--- src/rtl/adder_sum_accumulator_if.sv ---
// adder_sum_accumulator_if: sample-in / block-out handshake bundle for adder_sum_accumulator
interface adder_sum_accumulator_if #(parameter int ACC_WIDTH = 12);
  logic                 in_valid;
  logic [3:0]           in_sum;
  logic                 in_c;
  logic                 in_flush;
  logic                 in_ready;
  logic                 out_valid;
  logic                 out_ready;
  logic [ACC_WIDTH-1:0] out_acc;
  logic [7:0]           out_count;
  logic                 out_ovf;
  modport master (
    output in_valid, in_sum, in_c, in_flush, out_ready,
    input  in_ready, out_valid, out_acc, out_count, out_ovf
  );
  modport slave (
    input  in_valid, in_sum, in_c, in_flush, out_ready,
    output in_ready, out_valid, out_acc, out_count, out_ovf
  );
endinterface

--- src/rtl/adder_sum_accumulator.sv ---
// adder_sum_accumulator: sums blocks of 5-bit adder results; ADDER_ACC_SATURATE_EN clamps instead of wrapping
module adder_sum_accumulator #(
  parameter int ACC_WIDTH = 12,
  parameter int BLOCK_LEN = 8
) (
  input logic clk,
  input logic rst,
  adder_sum_accumulator_if.slave bus
);
  typedef enum logic {ACCUM, HOLD} state_e;
  state_e               state_q;
  logic [ACC_WIDTH-1:0] acc_q, acc_d;
  logic [ACC_WIDTH:0]   sum;
  logic [7:0]           count_q, count_d;
  logic                 ovf_q, ovf_d, accept, carry, close;
  assign accept = bus.in_valid & bus.in_ready;
  // next running total; a flush counts the same-cycle sample before closing the block
  always_comb begin
    sum     = {1'b0, acc_q} + {{(ACC_WIDTH-4){1'b0}}, bus.in_c, bus.in_sum};
    carry   = sum[ACC_WIDTH];
`ifdef ADDER_ACC_SATURATE_EN
    acc_d   = accept ? (carry ? '1 : sum[ACC_WIDTH-1:0]) : acc_q;
`else
    acc_d   = accept ? sum[ACC_WIDTH-1:0] : acc_q;
`endif
    count_d = count_q + {7'd0, accept};
    ovf_d   = ovf_q | (accept & carry);
    close   = (accept & (count_d == 8'(BLOCK_LEN))) | (bus.in_flush & (count_d != 8'd0));
  end
  // block FSM: accumulate until full or flushed, then hold the result until the sink takes it
  always_ff @(posedge clk) begin
    if (!rst) begin
      state_q <= ACCUM;
      acc_q   <= '0;
      count_q <= '0;
      ovf_q   <= 1'b0;
    end else if (state_q == HOLD) begin
      if (bus.out_ready) begin
        state_q <= ACCUM;
        acc_q   <= '0;
        count_q <= '0;
        ovf_q   <= 1'b0;
      end
    end else begin
      acc_q   <= acc_d;
      count_q <= count_d;
      ovf_q   <= ovf_d;
      if (close) state_q <= HOLD;
    end
  end
  assign bus.in_ready  = rst & (state_q == ACCUM);
  assign bus.out_valid = state_q == HOLD;
  assign bus.out_acc   = acc_q;
  assign bus.out_count = count_q;
  assign bus.out_ovf   = ovf_q;
endmodule

--- src/flat_wrapper.sv ---
// flat-port wrapper written by rule: the top's interface ports become plain ports
module adder_sum_accumulator_flat 
#(
  parameter int ACC_WIDTH = 12,
  parameter int BLOCK_LEN = 8
)
  (clk, rst, bus_in_valid, bus_in_sum, bus_in_c, bus_in_flush, bus_out_ready, bus_in_ready, bus_out_valid, bus_out_acc, bus_out_count, bus_out_ovf);
  adder_sum_accumulator_if #(.ACC_WIDTH(ACC_WIDTH)) bus_i ();
  input logic clk;
  input logic rst;
  input wire logic [$bits(bus_i.in_valid)-1:0] bus_in_valid;
  input wire logic [$bits(bus_i.in_sum)-1:0] bus_in_sum;
  input wire logic [$bits(bus_i.in_c)-1:0] bus_in_c;
  input wire logic [$bits(bus_i.in_flush)-1:0] bus_in_flush;
  input wire logic [$bits(bus_i.out_ready)-1:0] bus_out_ready;
  output wire logic [$bits(bus_i.in_ready)-1:0] bus_in_ready;
  output wire logic [$bits(bus_i.out_valid)-1:0] bus_out_valid;
  output wire logic [$bits(bus_i.out_acc)-1:0] bus_out_acc;
  output wire logic [$bits(bus_i.out_count)-1:0] bus_out_count;
  output wire logic [$bits(bus_i.out_ovf)-1:0] bus_out_ovf;
  assign bus_i.in_valid = bus_in_valid;
  assign bus_i.in_sum = bus_in_sum;
  assign bus_i.in_c = bus_in_c;
  assign bus_i.in_flush = bus_in_flush;
  assign bus_i.out_ready = bus_out_ready;
  assign bus_in_ready = bus_i.in_ready;
  assign bus_out_valid = bus_i.out_valid;
  assign bus_out_acc = bus_i.out_acc;
  assign bus_out_count = bus_i.out_count;
  assign bus_out_ovf = bus_i.out_ovf;
  adder_sum_accumulator #(.ACC_WIDTH(ACC_WIDTH), .BLOCK_LEN(BLOCK_LEN)) u_core (.clk(clk), .rst(rst), .bus(bus_i));
endmodule
--- config.mk ---
export PLATFORM = sky130hd
export DESIGN_NAME = adder_sum_accumulator_flat
export DESIGN_NICKNAME = d
export VERILOG_FILES = /design/src/rtl/adder_sum_accumulator_if.sv /design/src/rtl/adder_sum_accumulator.sv /design/src/flat_wrapper.sv
export SDC_FILE = /design/constraint.sdc
export NUM_CORES = 1
export LEC_CHECK = 0
export CORE_MARGIN = 2
export CORE_UTILIZATION = 50
export CTS_BUF_LIST = sky130_fd_sc_hd__clkbuf_8
export CTS_CLUSTER_DIAMETER = 120
export DETAILED_ROUTE_END_ITERATION = 16
export HOLD_SLACK_MARGIN = 0.06
export PLACE_DENSITY = 0.81
export SYNTH_ARGS = -nofsm -noshare
export SYNTH_HDL_FRONTEND = slang
export SYNTH_SLANG_ARGS = --single-unit
--- constraint.sdc ---
create_clock -name clk -period 2.9 [get_ports clk]
set_clock_uncertainty 0.1 [all_clocks]
set_input_delay 0.58 -clock clk [delete_from_list [all_inputs] [get_ports clk]]
set_output_delay 0.58 -clock clk [all_outputs]
set_load 0.05 [all_outputs]
==> flow_summary.yaml <==
status:
  status: "finished clean"
worst_setup_path:
  critPathBufInv: 1
  rr_worst_depth: 8
  crit_chain: "clkdlybuf4s50_1 > and3b_1 > ha_1 > ha_1 > xnor2_1 > nand3_1 > nor4_2 > a311oi_1 > a311oi_1"
  slowest_stage: "clkdlybuf4s50_1"
  crit_path_max_incr_delay_ns: 0.47
  worstSetupStartpointType: "primary input"
  cp_max_fo: 4
  worstSetupEndpointType: "flop"
  rr_endpoint: "u_core.bus.out_valid"
  worstPathRequired_ns: 2.97
  critical_path_class: "primary input to flop"
  cp.depth: 9
  arrival_ns: 2.65
  regToRegSetupSlack_ns: 0.73
  r2r-start: "u_core.bus.out_valid"
  cp_top_family: "simple AND/OR/NAND/NOR gates"
drt:
  wl_met2_mm: 1.48
  wire_per_inst_um: 14.2
  top_layer: "met4"
  wl_met3_um: 140
  wl_met1_mm: 1.51
  drc: 0
  dr.pass1.iters: 4
  wirelength_mm: 3.15
  drt_iter0_markers: 46
  vias_per_cell: 5.86
  ant_nets: 0
  vias: 1302
die:
  io_pins: 33
  row_count: 18
  die_h_um: 55.5
  start_util_pct: 53.1
  die_w_um: 55.5
  coreArea_um2: 2500
  dieArea_um2: 3080
grt:
  grt_usage_pct: 19.9
  first_global_vias: 1170
  grt_max_degree: 24
  grt-ovfl-total: 0
  grt_pass1_wl_mm: 5.06
  antenna_found_initial: 0
pwr:
  p_clk_share_pct: 26.9
  combinationalPowerShare_pct: 32.3
  p_int_w: 0.000543
  ir_drop_v: 0.000279
  p_leak_nw: 0.636
  seqPwrFrac_pct: 40.8
  power-per-cell-area_nw_per_um2: 460
  p_sw_share_pct: 33.2
  power_switching_w: 0.000269
clocking:
  cts.hold.buffers_added: 0
  cts_root_buffer: "clkbuf_8"
  post_cts_buffers: 0
  clk_path_buf_depth: 2
  clkLatencyLatePin_ns: 0.26
  cts_buffers: 3
  clk_pin_slew_ns: 0.08
  cts_sinks: 22
  tritoncts: "yes"
  h-tree-depth: 1
timing:
  worstMarginPinSlew_ns: 0.501
  slew_headroom_pct: 66.5
  fin_crit_sh_pct: 88.9
  max_freq_mhz: 388
  fin_crit_ns: 2.58
  rsz0062_at_grt: "false"
  finalSetupViolCount: 0
  drv_slew: 0
  hold_violations: 0
  tns_ns: 0
synth:
  synth_edf_count: 0
  yosysTopAreaCellShare_pct: 33.2
  yosys_warnings: 0
  synth_flop_cell: "dfxtp_1"
  yosys.cell_types.count: 43
  syn_nets: 174
  netlist_instances: 156
  synth-seq-cells: 22
  async_flop_share_pct: 0
  syn_area_um2: 1330
  synthTopCellsByArea: "dfxtp_1 (33%), ha_1 (6.6%), nand2_1 (4.0%), nor2b_1 (3.8%), xnor2_1 (3.3%)"
  synth_top_cell_by_area: "dfxtp_1"
  avgSynthCellArea_um2: 8.50
  ys_seq_area_share_pct: 33.2
worst_hold_path:
  hold_end: "u_core.bus.out_acc[11]"
  hold_class: "flop to flop"
  holdPathStages: 2
  hp-start: "u_core.bus.out_acc[11]"
finish:
  fillers: 198
  layout.nets: 211
  drive_above_1_share_pct: 8.33
  fin_area_um2: 1770
  area_growth_syn_to_layout_pct: 33.2
  diodes: 0
job:
  cap_violations: 0
place:
  hpwlAfterDp_mm: 2.25
  placed_area_um2: 1710
  gp_congestion: 0.978
  port_buffers: 32
## metrics by stage
| stage | total power, W | std cells | utilization [%] | hold slack, ns | setup slack (ns) |
|---|---|---|---|---|---|
| after floorplan | 0.000516 | 156 | - | 0.588 | 0.240 |
| after global placement | 0.000591 | 218 | 68.2 | 0.367 | 0.119 |
| after detailed placement | 0.000597 | 218 | 68.2 | 0.395 | 0.00467 |
| after CTS | 0.000815 | 222 | 70.4 | 0.408 | 0.256 |
| after global routing | 0.000858 | 222 | 70.7 | 0.430 | 0.102 |
| final | 0.000812 | 222 | 70.7 | 0.414 | 0.321 |
## power groups by stage
stage                     Clock, W  Combinational, W  Sequential [W]
after floorplan                  0          0.000125        0.000391
after global placement           0          0.000254        0.000337
after detailed placement         0          0.000259        0.000338
after CTS                 0.000224          0.000260        0.000331
after global routing      0.000239          0.000286        0.000334
final                     0.000219          0.000263        0.000331
## tightest hold or removal path, cell delays in order, from the launching register on
cell     delay [ns]
dfxtp_1        0.34
o31ai_1        0.07
a21oi_1        0.06
## layout make-up
| class | instances | area (um^2) | share of cell area, % |
|---|---|---|---|
| clock buffer | 4 | 55.1 | 3.12 |
| inverter | 10 | 37.5 | 2.12 |
| multi-input combinational | 118 | 821 | 46.5 |
| sequential | 22 | 440 | 24.9 |
| tap | 30 | 37.5 | 2.12 |
| timing repair buffer | 38 | 375 | 21.2 |
## registers in the layout, indices dropped and copies added (netlist names)
name and flops:
u_core.bus.out_acc 12, u_core.bus.out_count 8, u_core.bus.out_ovf 1, u_core.bus.out_valid 1
## logic make-up after synthesis
logic type / share of synthesized area, %
AO/OA/AOI/OAI: 23.8
XOR/XNOR: 3.96
adder cells (fa/ha/maj): 8.11
buffers and inverters: 5.38
flip-flops: 33.2
multiplexers: 2.26
AND/OR/NAND/NOR: 23.3
## cell usage after synthesis, drive strengths merged, types with 4 or more instances
cell type	number
a21oi	7
inv	10
nor2b	8
and3	4
xnor2	5
nor2	8
nand3	7
clkbuf	4
o21ai	8
nand2	14
ha	7
dfxtp	22
a22oi	4
## layout by cell type, fill, tap and decap left out, types with 2 or more instances in the layout
cell,n
a211oi_1,3
a21oi_1,6
a22oi_1,4
a311oi_1,3
a31oi_1,2
and2_1,3
and3_1,4
buf_4,6
clkbuf_8,4
clkdlybuf4s50_1,31
dfxtp_1,22
ha_1,7
inv_1,10
mux2i_1,3
nand2_1,14
nand2b_1,3
nand3_1,6
nor2_1,8
nor2b_1,8
nor3_1,2
o21a_1,3
o21ai_0,8
o22ai_1,2
o31ai_1,3
or3_1,2
or4_1,3
xnor2_1,5
## per-layer routing
layer / vias up / GRT usage (%)
met2: 48 / 33.0
met3: 4 / 2.58
met1: 616 / 27.3
li1: 634 / -
met4: 0 / 4.88
met5: - / 0
## worst max path at each step
stage | end | start | slack, ns
2_1_floorplan | u_core.bus.out_valid | u_core.bus.out_valid | 0.24
3_3_place_gp | u_core.bus.out_valid | rst | 0.12
3_5_place_dp | u_core.bus.out_valid | rst | 0.005
4_1_cts | u_core.bus.out_valid | rst | 0.26
5_1_grt | u_core.bus.out_valid | rst | 0.10
6_report | u_core.bus.out_valid | rst | 0.32
## timing repair
action | 4_1_cts | 5_1_grt
endpoints found under the hold margin | 0 | 0
endpoints found under the setup margin | 0 | 1
gates resized for setup | 0 | 1
Power figures use the tool's default switching activity.
==> patch 1, RTL diff (config.mk and constraints unchanged) <==
Reset style: asynchronous (`rst`), changed in one clocked block.
--- a/src/rtl/adder_sum_accumulator.sv
+++ b/src/rtl/adder_sum_accumulator.sv
@@ -28,7 +28,7 @@
     close   = (accept & (count_d == 8'(BLOCK_LEN))) | (bus.in_flush & (count_d != 8'd0));
   end
   // block FSM: accumulate until full or flushed, then hold the result until the sink takes it
-  always_ff @(posedge clk) begin
+  always_ff @(posedge clk or negedge rst) begin
     if (!rst) begin
       state_q <= ACCUM;
       acc_q   <= '0;
Formal check against the unedited RTL: differs if rst is asserted again (counterexample within 4 cycles, from zero or initial values and one cycle with rst low); with rst held inactive, the same outputs for 10 cycles.
==> patch 1 against the original RTL <==
Sequential cell count is the same; wire length shrank 2.5%; die area shrank 1.5%; critical path depth grew 1; setup slack lost 0.069 ns; area after synthesis shrank 1.6%; final area shrank 1.2%.
Power is not compared: it rests on default switching activity, and its combinational part moved more than twofold at a synthesized area within 25%.
==> patch 1: results (changes against the original RTL) <==
run status finished clean; detailed-router iteration count before antenna repair 4 (unchanged); DP Area 1690 µm² (-0.88%); mux cell area share after synthesis 0% (-2.3 points); Antenna Cells 0 (unchanged); Syn Nets 161 (-7.5%); global placement routability congestion 0.886 (-9.4%); most common flop cell mapped by yosys dfrtp_1; Post-CTS Resized 0 (unchanged); Async SR Flop Fraction 100% (+100 points); first-pass GRT wire length 4.79 mm (-5.3%); startpoint class of the critical path primary input; Post-CTS Setup Inserts 0 (unchanged); leak pwr 0.770 nW; Max FO, Critical Path 4 (unchanged); Iteration-0 DRC Markers 28 (-39%); Area contributors post-synth dfrtp_1 42%, xor2_1 7.4%, ha_1 6.7%, nand2_1 5.8%, nor2_1 3.7%; gr usage total 22.7% (+2.8 points); Commonest cells post-synth 22 x dfrtp_1, 20 x nand2_1, 13 x nor2_1; slowest stage cell, crit path clkdlybuf4s50_1; Max Transition Viols Final 0 (unchanged); largest net degree at the start of global routing 23 (-4.2%); vias per cell 5.37 (-8.5%); vias in the first global route 1071 (-8.5%); cell family with most CP delay compound AO/OA/AOI/OAI gates; CTS H-tree lvls 1 (unchanged); cts bufs inserted 3 (unchanged); drt total wl 3.07 mm (-2.5%); maximum VDD drop 0.599 mV; Post-Synth XOR/XNOR Area 10.1% (+6.1 points); PortBufs 32 (unchanged); area fraction in compound gates after synthesis 14.2% (-9.6 points); Warnings, synthesis 0 (unchanged); Yosys cell types 36 (-16%); Adder-Cell Fraction of Synth Area 8.25% (+0.13 points); sequential area share after synthesis 42.2% (+9.0 points); Layout Nets 199 (-5.7%); layout cells sized above 1 8.89% (+0.56 points); arrival time worst endpoint 2.74 ns (+0.09 ns); switching fraction of total power 46.3%; Slew HR 64.1% (-2.4 points); Setup WS pre-CTS 0.00785 ns (+0.00318 ns); detailed placement HPWL 2.23 mm (-0.70%); worst skew pair latency 0.26 ns (about the same); root buffer cell clkbuf_8
## patch 1: cell types whose count changed after synthesis, moves of 4 or more
cell	before	now
dfrtp_1	0	22
dfxtp_1	22	0
xor2_1	1	11
nand2_1	14	20
nor2b_1	8	2
nor2_1	8	13
a22oi_1	4	0
inv_1	10	6
o211ai_1	0	4
## patch 1: stage by stage
| stage | hold slack (ns) | total power [mW] | std cells |
|---|---|---|---|
| global route | 0.447 | 1.55 | 210 |
| global placement | 0.353 | 1.22 | 206 |
| finish | 0.393 | 1.46 | 210 |
| detailed placement | 0.373 | 1.24 | 206 |
| floorplan | 0.184 | 0.973 | 143 |
| CTS | 0.392 | 1.47 | 210 |
## patch 1: kinds of logic after synthesis
group / after synthesis
and+or+nand+nor: 57
xor gates and xnor gates: 15
AOI/OAI and AO/OA: 29
adders and majority gates: 8
DFF: 22
buffers and inverters: 12
## patch 1: worst min-delay path, delay by kind of cell (launching register included)
kind             cells  cell delay, ns
and+or+nand+nor      2            0.11
DFF                  1            0.36
## patch 1: power by group through the flow
| stage | clock network (mW) | registers (mW) | logic, mW |
|---|---|---|---|
| 2_1_floorplan | 0 | 0.665 | 0.308 |
| 3_3_place_gp | 0 | 0.455 | 0.766 |
| 3_5_place_dp | 0 | 0.456 | 0.781 |
| 4_1_cts | 0.231 | 0.453 | 0.784 |
| 5_1_grt | 0.244 | 0.464 | 0.846 |
| 6_report | 0.225 | 0.454 | 0.784 |
## patch 1: area by class of cell
| class | instances | area (µm²) |
|---|---|---|
| Tap cell | 30 | 37.5 |
| Clock buffer | 4 | 55.1 |
| Multi-Input combinational cell | 109 | 701 |
| Inverter | 7 | 26.3 |
| Timing Repair Buffer | 38 | 375 |
| Fill cell | 217 | 732 |
| Sequential cell | 22 | 551 |
## patch 1: path summary, 6_finish.rpt
| path | to | slack [ns] | startpoint | depth (start not counted) |
|---|---|---|---|---|
| worst min register to register | u_core.bus.out_ovf | 0.39 | u_core.bus.out_ovf | 2 |
| worst max register to register | u_core.bus.out_valid | 0.62 | u_core.bus.out_valid | 10 |
| worst min-delay path | u_core.bus.out_ovf | 0.39 | u_core.bus.out_ovf | 2 |
| max in group asynchronous | u_core.bus.out_acc[9] | 1.88 | rst | 2 |
| min in group asynchronous | u_core.bus.out_count[2] | 0.58 | rst | 2 |
| worst max-delay path | u_core.bus.out_acc[10] | 0.25 | bus_in_sum[0] | 10 |
## patch 1: layer usage
layer  track usage, %  vias up  wire (µm)  part of all wire, %
met1             32.5      528       1470                   48
met2             33.9       31       1390                   45
met5                0        -          0                    0
li1                 -      561          -                    -
met3             3.49        7        166                  5.4
met4             9.35        0         46                  1.5
==> patch 2, RTL diff (same flow settings) <==
Without the edit above. `ACC_WIDTH` is set to 12 in 3 places; all go to 14.
--- a/src/rtl/adder_sum_accumulator_if.sv
+++ b/src/rtl/adder_sum_accumulator_if.sv
@@ -1,5 +1,5 @@
 // adder_sum_accumulator_if: sample-in / block-out handshake bundle for adder_sum_accumulator
-interface adder_sum_accumulator_if #(parameter int ACC_WIDTH = 12);
+interface adder_sum_accumulator_if #(parameter int ACC_WIDTH = 14);
   logic                 in_valid;
   logic [3:0]           in_sum;
   logic                 in_c;
--- a/src/rtl/adder_sum_accumulator.sv
+++ b/src/rtl/adder_sum_accumulator.sv
@@ -1,6 +1,6 @@
 // adder_sum_accumulator: sums blocks of 5-bit adder results; ADDER_ACC_SATURATE_EN clamps instead of wrapping
 module adder_sum_accumulator #(
-  parameter int ACC_WIDTH = 12,
+  parameter int ACC_WIDTH = 14,
   parameter int BLOCK_LEN = 8
 ) (
   input logic clk,
--- a/src/flat_wrapper.sv
+++ b/src/flat_wrapper.sv
@@ -1,7 +1,7 @@
 // flat-port wrapper written by rule: the top's interface ports become plain ports
 module adder_sum_accumulator_flat 
 #(
-  parameter int ACC_WIDTH = 12,
+  parameter int ACC_WIDTH = 14,
   parameter int BLOCK_LEN = 8
 )
   (clk, rst, bus_in_valid, bus_in_sum, bus_in_c, bus_in_flush, bus_out_ready, bus_in_ready, bus_out_valid, bus_out_acc, bus_out_count, bus_out_ovf);
Ports: changed (resized bus_out_acc); port bits go from 33 to 35. No check against the original RTL was run, so the function may have changed too.
==> patch 2 against the original RTL <==
Fmax decreased by 9.3%; area after synthesis increased by 7.5%; final area is 9.5% higher; wire length increased by 13%; register-to-register slack worse by 0.23 ns; core utilization up 0.084 points; setup slack worse by 0.26 ns; sequential cell count increased by 2; worst hold slack got worse by 0.012 ns; final cell count is 5.0% higher; non-clock buffer count rose by 8; total power is 16% higher; largest cell class unchanged.
==> patch 2: results (changes against the original RTL) <==
DRC violations left 0 (unchanged); Max stage delay on crit path 0.54 ns (+0.07 ns); CTS H-tree lvls 1 (unchanged); Setup CP Type in -> reg; Yosys cell types 45 (+4.7%); Worst Hold Class reg -> reg; sequential area share after synthesis 33.7% (+0.48 points); max reg flops 14 (+2); gr usage total 22.0% (+2.1 points); Async SR Flop Fraction 0% (unchanged); global placement routability congestion 0.860 (-12%); worst reg2reg path startpoint u_core.bus.out_valid; Global Route met3 Usage 3.63% (+1.1 points); arrival time worst endpoint 2.91 ns (+0.26 ns); mux cell area share after synthesis 0.702% (-1.6 points); WHS Path Cells 2 (unchanged); detailed-route via count 1454 (+12%); Adder-Cell Fraction of Synth Area 7.54% (-0.57 points); Antenna Cells 0 (unchanged); Area contributors post-synth dfxtp_1 34%, ha_1 6.1%, or4_1 4.2%, o31ai_1 3.7%, a21oi_1 3.5%; leak pwr 0.746 nW (+17%); met2 Usage GRT 36.5% (+3.5 points); PortBufs 34 (+6.3%); Storage cell area 482 µm² (+9.4%); cts bufs inserted 3 (unchanged); M1 GR Usage 28.9% (+1.6 points); Clock Path Buffers 2 (unchanged); reg2reg end u_core.bus.out_valid; run status finished clean; fillcell total 214 (+8.1%); Register-to-Register Setup Slack 0.50 ns (-0.23 ns); maximum VDD drop 0.410 mV (+47%); highest routing layer actually used met4; Slew HR 57.0% (-9.5 points); Post-CTS Setup Inserts 0 (unchanged); Max FO, Critical Path 3 (-1); worst skew pair latency 0.27 ns; Post-Synth XOR/XNOR Area 3.68% (-0.28 points); met2 WL 1.77 mm (+19%); Warnings, synthesis 0 (unchanged); largest net degree at the start of global routing 25 (+4.2%); area fraction in compound gates after synthesis 26.1% (+2.4 points); Syn Nets 179 (+2.9%); Critical Path Start rst; drt total wl 3.56 mm (+13%); layout cells sized above 1 13.9% (+5.5 points); detailed-router iteration count before antenna repair 5 (+1); first-pass GRT wire length 5.86 mm (+16%); Commonest cells post-synth 24 x dfxtp_1, 11 x nand2_1, 10 x a21oi_1; vias in the first global route 1335 (+14%); root buffer cell clkbuf_8; slowest stage cell, crit path or4_4; met3 routed wirelength 164 µm (+17%); Metal-1 WL 1.56 mm (+3.8%); initial antenna violation count 0 (unchanged); Layout Nets 221 (+4.7%); detailed placement HPWL 2.47 mm (+9.6%); DP Area 1840 µm² (+7.6%)
==> patch 2: worst min path at each step <==
| stage | startpoint | to | slack [ns] |
|---|---|---|---|
| final | u_core.bus.out_acc[10] | u_core.bus.out_acc[10] | 0.40 |
| after global routing | u_core.bus.out_acc[12] | u_core.bus.out_acc[12] | 0.43 |
| after CTS | u_core.bus.out_ovf | u_core.bus.out_ovf | 0.40 |
| after detailed placement | u_core.bus.out_ovf | u_core.bus.out_ovf | 0.37 |
| after global placement | u_core.bus.out_ovf | u_core.bus.out_ovf | 0.37 |
| after floorplan | u_core.bus.out_acc[10] | u_core.bus.out_acc[10] | 0.61 |
==> patch 2: final cells by class <==
class	count	share of cell area (%)
multi-input combinational	125	46.1
sequential	24	24.9
timing repair buffer	46	22.8
clock buffer	3	2.13
tap	31	2.01
clock inverter	1	1.55
inverter	3	0.582
==> patch 2: critical path: cells and delay by family <==
family / cells / cell delay [ns]
simple gates: 4 / 1.14
buf+inv: 1 / 0.49
fa+ha+maj: 2 / 0.38
compound gates: 2 / 0.32
==> patch 2: stage by stage <==
step	worst slack [ns]	instances	power (mW)
3_3_place_gp	-0.169	229	0.633
3_5_place_dp	-0.219	229	0.641
5_1_grt	-0.00463	233	0.985
6_report	0.0566	233	0.943
4_1_cts	0.00984	233	0.936
2_1_floorplan	0.0661	161	0.548
==> patch 2: repair_timing <==
action | 4_1_cts | 5_1_grt
setup endpoints to repair | 1 | 1
gates resized for setup | 0 | 6
pin swaps | 2 | 1
==> patch 2: power breakdown <==
part	switching, mW	internal, mW	leakage, nW	total [mW]
clock	0.113	0.185	0.0357	0.298
sequential	0.0147	0.345	0.195	0.360
combinational	0.169	0.116	0.516	0.285
total	0.297	0.646	0.746	0.943
